File: config.mk
export PLATFORM = sky130hd
export DESIGN_NAME = scan_chain_controller
export DESIGN_NICKNAME = d
export VERILOG_FILES = /design/src/rtl/scan_chain_controller.sv
export SDC_FILE = /design/constraint.sdc
export NUM_CORES = 1
export LEC_CHECK = 0
export CAP_MARGIN = 5
export CORE_UTILIZATION = 29
export CTS_BUF_LIST = sky130_fd_sc_hd__clkbuf_4
export DETAILED_ROUTE_END_ITERATION = 8
export GPL_TIMING_DRIVEN = 0
export PLACE_DENSITY = 0.45
export SETUP_SLACK_MARGIN = 0.1
export SYNTH_ARGS = -nofsm -noshare
export SYNTH_HDL_FRONTEND = slang
export SYNTH_SLANG_ARGS = --single-unit
File: constraint.sdc
create_clock -name clk -period 7.8 [get_ports clk]
set_input_delay 1.17 -clock clk [delete_from_list [all_inputs] [get_ports clk]]
set_output_delay 1.17 -clock clk [all_outputs]
set_load 0.01 [all_outputs]
File: src/rtl/scan_chain_controller.sv
// Scan-chain controller: holds a CHAIN_LEN-bit image, swaps it with a
// microcontroller scan chain (SHIFT) or lets the core run for a bounded budget (RUN).
module scan_chain_controller #(
  parameter int CHAIN_LEN = 152,
  parameter int NBYTES    = CHAIN_LEN / 8
) (
  input  logic       clk,
  input  logic       rst,
  input  logic       img_we,
  input  logic [4:0] img_addr,
  input  logic [7:0] img_wdata,
  output logic [7:0] img_rdata,
  input  logic       cmd_valid,
  input  logic       cmd_op,
  input  logic [7:0] cmd_arg,
  output logic       cmd_ready,
  output logic       busy,
  output logic       done,
  output logic       halted,
  output logic       scan_enable,
  output logic       scan_in,
  input  logic       scan_out,
  output logic       proc_en,
  input  logic       halt
);

  localparam int CLEN_W = $clog2(CHAIN_LEN + 1);
  localparam int CNT_W  = (CLEN_W > 8) ? CLEN_W : 8;
  localparam logic [5:0] NBYTES_W = 6'(NBYTES);

  typedef enum logic [1:0] {
    S_IDLE,
    S_SHIFT,
    S_RUN
  } state_t;

  state_t               state;
  state_t               state_next;
  logic [CHAIN_LEN-1:0] image;
  logic [CNT_W-1:0]     cnt;
  logic                 accept;
  logic                 finish;
  logic                 addr_ok;
  logic                 last_cnt;
  logic [7:0]           byte_base;

  assign accept    = cmd_valid && (state == S_IDLE);
  assign addr_ok   = {1'b0, img_addr} < NBYTES_W;
  assign last_cnt  = (cnt == CNT_W'(1));
  assign byte_base = {img_addr, 3'b000};

  // NOTE: every output of this block gets a default first, so no path can infer a latch.
  always_comb begin
    state_next = state;
    finish     = 1'b0;
    case (state)
      S_IDLE: begin
        if (accept) begin
          if (!cmd_op) begin
            state_next = S_SHIFT;
          end else if (cmd_arg != 8'd0) begin
            state_next = S_RUN;
          end else begin
            finish = 1'b1;
          end
        end
      end
      S_SHIFT: begin
        if (last_cnt) begin
          state_next = S_IDLE;
          finish     = 1'b1;
        end
      end
      S_RUN: begin
        // Halt wins over budget exhaustion when both land in the same cycle.
        if (halt || last_cnt) begin
          state_next = S_IDLE;
          finish     = 1'b1;
        end
      end
      default: state_next = S_IDLE;
    endcase
  end

  // NOTE: sequential state uses non-blocking assignments so all flops update together.
  always_ff @(posedge clk) begin
    if (rst) begin
      state <= S_IDLE;
    end else begin
      state <= state_next;
    end
  end

  always_ff @(posedge clk) begin
    if (rst) begin
      cnt <= '0;
    end else if (accept) begin
      cnt <= cmd_op ? CNT_W'(cmd_arg) : CNT_W'(CHAIN_LEN);
    end else if (finish) begin
      cnt <= '0;
    end else if (state != S_IDLE) begin
      cnt <= cnt - CNT_W'(1);
    end
  end

  always_ff @(posedge clk) begin
    if (rst) begin
      done   <= 1'b0;
      halted <= 1'b0;
    end else begin
      done <= finish;
      if (accept) begin
        halted <= 1'b0;
      end else if ((state == S_RUN) && halt) begin
        halted <= 1'b1;
      end
    end
  end

  // NOTE: the image is a flop vector, not a RAM, so it is cleared on reset like any register.
  always_ff @(posedge clk) begin
    if (rst) begin
      image <= '0;
    end else if (state == S_SHIFT) begin
      image <= {image[CHAIN_LEN-2:0], scan_out};
    end else if ((state == S_IDLE) && img_we && addr_ok) begin
      image[byte_base +: 8] <= img_wdata;
    end
  end

  assign img_rdata   = addr_ok ? image[byte_base +: 8] : 8'h00;
  assign cmd_ready   = (state == S_IDLE);
  assign busy        = (state != S_IDLE);
  assign scan_enable = (state == S_SHIFT);
  assign proc_en     = (state == S_RUN);
  assign scan_in     = scan_enable & image[CHAIN_LEN-1];

endmodule

==> reports/qor.yml, run 1 <==
ys_ff_latch: 164
synth.area.top_cells: "dfxtp_1 35%, mux4_2 7.9%, mux2i_1 5.4%"
ir_drop_mv: 0.0855
cts_tree: "yes"
fill_cells: 3410
drc: 0
placement_rows: 65
layoutNonFillerInstCount: 1547
clkPwrFrac_pct: 30.5
hold_viol: 0
synth_top_area_share_pct: 34.9
synthTopCellsByCount: "164 x dfxtp_1, 132 x nand2_1, 102 x nor2_1"
finClkSkew_ns: 0.0319
slowest_delay_ns: 0.74
crit_slowest_cell: "clkbuf_1"
setup_viol: 0
grt_usage_pct: 25.6
postLayoutCoreUtil_pct: 33.4
htreeDepth: 4
clockRootBuffer: "clkbuf_4"
detail-route-antenna-nets: 0
rsz0062_at_grt: "false"
clock.fmax_ghz: 0.160
critical_path_buf_inv_count: 6
max-slew-margin-rel_pct: 11.8
clock_latency_ns: 0.64
grt_pass1_vias: 8864
cp_cell_sequence: "clkdlybuf4s50_1, buf_6, buf_2, buf_2, clkbuf_1, mux4_2, mux2i_1, o21ai_0, clkdlybuf4s50_1"
avgSynthCellArea_um2: 8.78
seq_power_share_pct: 49.9
synth_edf_count: 0
period_needed_ns: 6.26
grt_pass1_wl_mm: 61.7
start_util_pct: 29.7
numCtsBuffers: 17
internal_power_mw: 1.17
ios: 43
p_sw_share_pct: 34.6
post-cts-setup-buffers: 0
layout-drive-gt1-share_pct: 11.2
port_buffers: 38
area_delta_synth_final_pct: 12.4
synth_ff_type: "dfxtp_1"
die_area_um2: 33200
yosysUniqueCellTypes: 79
startpoint_type: "input pin"
cpLargestDelayFamily: "buffers and inverters"
drv_slew: 0
ys_seq_area_share_pct: 34.9
antenna_found_initial: 4
max_cap_violations: 0
drt_iter0_markers: 1039
power_density_nw_per_um2: 169
placedCellCount: 1513
comb_power_share_pct: 19.5
p_sw_mw: 0.620
yosysTopAreaCell: "dfxtp_1"
core_um2: 31700
synth_warnings: 0
cts-hold-fix-buffers: 0
synthesis.nets: 1108
crit_path_end_kind: "output pin"
required_ns: 6.63
dpl_cell_area_um2: 10300
clock_sinks: 164
routed-via-count: 9234
die_height_um: 182
grt_max_degree: 17
critPathMaxFanout: 10
overflow: 0
cts-resized-gates: 0
drtPass1Iterations: 6
p_total_mw: 1.79
viasPerCell: 5.97
clk_pin_slew_worst_paths_ns: 0.17
hpwl_mm: 31.2
post-synth-top-count-cell: "dfxtp_1"
leakagePower_nw: 3.84
setup-tns-final_ns: 0
run_status: "finished clean"
stdcell_area_um2: 10600
place_congestion: 0.962
worstPathArrival_ns: 5.09
hp-class: "reg2reg"
tightest_slew_ns: 1.31
clk_path_buf_depth: 2
crit_type: "in2out"
drt-total-wl_mm: 41.9
wl_per_cell_um: 27.1
synthArstFlopShare_pct: 0
fin_crit_sh_pct: 80.3
syn_inst: 1073
final_nets: 1165
syn_area_um2: 9420
die_x_um: 182
==> final timing paths <==
path | start | endpoint | slack [ns] | cells after the start
max | img_addr[1] | img_rdata[3] | 1.54 | 9
min | image[8] | image[9] | 0.46 | 2
max reg2reg | state[1] | image[37] | 4.86 | 7
min reg2reg | image[8] | image[9] | 0.46 | 2
==> cells by family after synthesis <==
| family | after synthesis | synth area share, % |
|---|---|---|
| simple gates | 412 | 21.9 |
| compound gates | 293 | 23.4 |
| flops | 164 | 34.9 |
| buf+inv | 110 | 5.14 |
| mux | 84 | 13.3 |
| fa+ha+maj | 7 | 0.930 |
| xor+xnor | 3 | 0.439 |
==> final cells by class <==
type	instances	area, um^2	area share [%]
Multi-Input combinational cell	799	5650	53.4
Sequential cell	164	3280	31.0
Tap cell	402	503	4.75
Buffer	87	398	3.76
Timing Repair Buffer	38	380	3.59
Clock inverter	15	155	1.47
Clock buffer	17	128	1.21
Inverter	23	86.3	0.815
Antenna cell	2	5.00	0.0473
==> power by group through the flow <==
stage	Combinational (mW)	Sequential, mW	Clock (mW)
after CTS	0.343	0.893	0.555
after global placement	0.342	0.912	0
after global routing	0.371	0.898	0.587
after floorplan	0.211	0.901	0
final	0.349	0.894	0.547
after detailed placement	0.342	0.911	0
==> metal layers <==
layer  GRT usage, %  wire, um  vias up
li1               -         -     4123
met1           35.0     18900     4609
met2           39.8     18500      409
met3           5.43      3160       93
met4           8.77      1290        0
met5              0         0        -
==> cells in the final DEF (no fill, tap or decap), types with 14 or more instances in the layout <==
cell and n:
nor3_1 20, o211ai_1 14, a22oi_1 22, mux4_2 33
inv_1 22, o21ai_0 46, mux2i_1 51, clkbuf_1 45
a311oi_1 19, clkdlybuf4s50_1 38, and2_1 38, nand3_1 28
a21oi_1 52, clkbuf_4 17, buf_2 24, dfxtp_1 164
nand2_1 132, a211oi_1 27, a221o_1 34, nor2_1 102
==> per-stage QoR <==
stage	hold slack (ns)	setup WS, ns
finish	0.456	1.54
global route	0.514	1.46
CTS	0.458	1.73
detailed placement	0.470	1.76
global placement	0.467	1.71
floorplan	0.441	3.80
==> worst register-to-register path, cell delays in order, from the launching register on <==
cell and delay [ns]:
dfxtp_1 0.38, buf_2 0.22, nand2b_1 0.13, buf_2 0.29, clkbuf_1 0.43, clkbuf_1 0.55, buf_1 0.62, a211oi_1 0.17
==> state kept, by name, indices dropped and copies added (netlist names) <==
name and flops:
cnt 8, done 1, halted 1, image 152, state 2
(Power assumes the default switching activity.)
==> inputs of run 2 (changes only) <==
--- a/config.mk
+++ b/config.mk
@@ -10,7 +10,7 @@
 export CTS_BUF_LIST = sky130_fd_sc_hd__clkbuf_4
 export DETAILED_ROUTE_END_ITERATION = 8
 export GPL_TIMING_DRIVEN = 0
-export PLACE_DENSITY = 0.45
+export PLACE_DENSITY = 0.47
 export SETUP_SLACK_MARGIN = 0.1
 export SYNTH_ARGS = -nofsm -noshare
 export SYNTH_HDL_FRONTEND = slang
==> constraint.sdc (replaced) <==
create_clock -name clk -period 5.7 [get_ports clk]
set_input_delay 0.855 -clock clk [delete_from_list [all_inputs] [get_ports clk]]
set_output_delay 0.855 -clock clk [all_outputs]
set_load 0.01 [all_outputs]
==> reports/qor.yml, run 2 (same netlist as run 1, synthesis figures left out) <==
drt_iter0_markers: 1143  # was 1,039
max_cap_violations: 0  # unchanged
port_buffers: 38  # unchanged
crit_path_end_kind: "output pin"  # unchanged
drv_slew: 0  # unchanged
period_needed_ns: 5.39
holdPathStages: 2  # unchanged
layoutNonFillerInstCount: 1547  # unchanged
stdcell_area_um2: 10600  # about the same
grt_usage_pct: 25.0  # was 25.6%
hold_path_end: "image[9]"  # unchanged
grt_max_degree: 17  # unchanged
critPathMaxFanout: 10  # unchanged
p_total_mw: 2.46  # was 1.79 mW
hp-start: "image[8]"  # unchanged
final_nets: 1165  # unchanged
clk_path_buf_depth: 2  # unchanged
hold_viol: 0  # unchanged
worstPathArrival_ns: 4.53  # was 5.09 ns
rsz0062_at_grt: "false"  # unchanged
required_ns: 4.85  # was 6.63 ns
area_delta_synth_final_pct: 12.6  # was 12.4%
viasPerCell: 5.92  # was 5.97
largest_register: "image"  # unchanged
crit_slowest_cell: "clkdlybuf4s50_1"  # was clkbuf_1
start_util_pct: 29.7  # unchanged
run_status: "finished clean"  # unchanged
timing.rr.end: "image[7]"  # was image[37]
die_area_um2: 33200  # unchanged
wl_per_cell_um: 26.8  # was 27.1 um
placement_rows: 65  # unchanged
cp_cell_sequence: "clkdlybuf4s50_1, buf_4, buf_4, buf_6, clkbuf_4, buf_2, mux2i_1, o21ai_0, a22oi_1, o21ai_0, clkdlybuf4s50_1"  # was clkdlybuf4s50_1, buf_6, buf_2, buf_2, clkbuf_1, mux4_2, mux2i_1, o21ai_0, clkdlybuf4s50_1
grt_pass1_wl_mm: 59.9  # was 61.7 mm
slowest_delay_ns: 0.58  # was 0.74 ns
hp-class: "reg2reg"  # unchanged
clock.fmax_ghz: 0.186
r2r-start: "state[1]"  # unchanged
layout_common_cells: "164 x dfxtp_1, 132 x nand2_1, 102 x nor2_1"  # unchanged
routed-via-count: 9158  # was 9,234
leakagePower_nw: 3.86  # was 3.84 nW
cpLargestDelayFamily: "buffers and inverters"  # unchanged
r2r_cells: 7  # unchanged
critical_path_buf_inv_count: 7  # was 6
placedCellCount: 1513  # unchanged
drtPass1Iterations: 6  # unchanged
ir_drop_mv: 0.117  # was 0.0855 mV
htreeDepth: 4  # unchanged
final_common_cell: "dfxtp_1"  # unchanged
timing.hold.ws_ns: 0.469  # was 0.456 ns
fill_cells: 3361  # was 3,410
numCtsBuffers: 17  # unchanged
regToRegSetupSlack_ns: 2.71  # was 4.86 ns
place_congestion: 0.967  # was 0.962
largestRegisters: "image: 152 flops, cnt: 8 flops, state: 2 flops"  # unchanged
clock_sinks: 164  # unchanged
die_height_um: 182  # unchanged
dpl_cell_area_um2: 10300  # unchanged
clk_pin_slew_worst_paths_ns: 0.16  # was 0.17 ns
largest_reg_flops: 152  # unchanged
ios: 43  # unchanged
hpwl_mm: 30.9  # was 31.2 mm
max-slew-margin-rel_pct: 9.98  # was 11.8%
overflow: 0  # unchanged
cts_tree: "yes"  # unchanged
finClkSkew_ns: 0.0274  # was 0.0319 ns
setup-tns-final_ns: 0  # unchanged
die_x_um: 182  # unchanged
detail-route-antenna-nets: 0  # unchanged
clock_latency_ns: 0.61  # was 0.64 ns
antenna_found_initial: 4  # unchanged
drc: 0  # unchanged
tightest_slew_ns: 1.34  # was 1.31 ns
startpoint_type: "input pin"  # unchanged
core_um2: 31700  # unchanged
clockRootBuffer: "clkbuf_4"  # unchanged
setup_viol: 0  # unchanged
grt_pass1_vias: 8819  # was 8,864
layout-drive-gt1-share_pct: 11.5  # was 11.2%
power_density_nw_per_um2: 232  # was 169 nW/um^2
fin_crit_sh_pct: 94.5
cts-hold-fix-buffers: 0  # unchanged
crit_type: "in2out"  # unchanged
drt-total-wl_mm: 41.4  # was 41.9 mm
[run 2: area by class of cell]
type	count	area, um^2	share of cell area [%]
Multi-Input combinational cell	799	5650	53.3
Sequential cell	164	3280	31.0
Tap cell	402	503	4.74
Buffer	87	403	3.80
Timing Repair Buffer	38	380	3.59
Clock inverter	14	163	1.53
Clock buffer	18	135	1.27
Inverter	23	86.3	0.814
Antenna cell	2	5.00	0.0472
[run 2: repair_timing]
action / in CTS / in global routing
setup endpoints to repair: 0 / 1
resized for setup: 0 / 6
buffers inserted: 0 / 0
[run 2: routing by layer]
| metal | vias to the layer above | wire (um) | track usage, % |
|---|---|---|---|
| met5 | - | 13 | 0 |
| met4 | 2 | 1360 | 9.65 |
| li1 | 4128 | - | - |
| met3 | 67 | 3200 | 5.07 |
| met2 | 413 | 18500 | 39.5 |
| met1 | 4548 | 18300 | 33.5 |
[run 2: how the worst max path moves through the flow]
stage | start | end | slack (ns) | depth (start not counted)
final | img_addr[0] | img_rdata[4] | 0.31 | 11
after detailed placement | img_addr[1] | img_rdata[4] | 0.27 | 9
after floorplan | img_addr[0] | img_rdata[0] | 2.33 | 9
after global routing | img_addr[0] | img_rdata[4] | 0.18 | 11
after global placement | img_addr[1] | img_rdata[4] | 0.24 | 9
after CTS | img_addr[1] | img_rdata[4] | 0.25 | 9
[run 2: where the power goes]
| part | switching, mW | internal [mW] |
|---|---|---|
| Clock | 0.455 | 0.306 |
| Sequential | 0.0384 | 1.19 |
| Combinational | 0.324 | 0.153 |
| Total | 0.818 | 1.64 |
[run 2: worst reg2reg max path, delay by kind of cell (launching register included)]
family / cells / cell delay, ns
and+or+nand+nor: 1 / 0.12
DFF: 1 / 0.36
buffers and inverters: 5 / 2.19
AOI/OAI and AO/OA: 1 / 0.17
[run 2: stage by stage]
step / utilization (%) / setup slack, ns
after floorplan: - / 2.33
final: 33.4 / 0.312
after CTS: 33.4 / 0.255
after global placement: 32.5 / 0.239
after global routing: 33.4 / 0.179
after detailed placement: 32.5 / 0.273
==> inputs of run 3 (changes only) <==
--- a/config.mk
+++ b/config.mk
@@ -12,6 +12,7 @@
 export GPL_TIMING_DRIVEN = 0
 export PLACE_DENSITY = 0.47
 export SETUP_SLACK_MARGIN = 0.1
+export SKIP_LAST_GASP = 1
 export SYNTH_ARGS = -nofsm -noshare
 export SYNTH_HDL_FRONTEND = slang
 export SYNTH_SLANG_ARGS = --single-unit
==> results of run 3 <==
The final DEF is identical to that of run 2; final timing and power are the same.
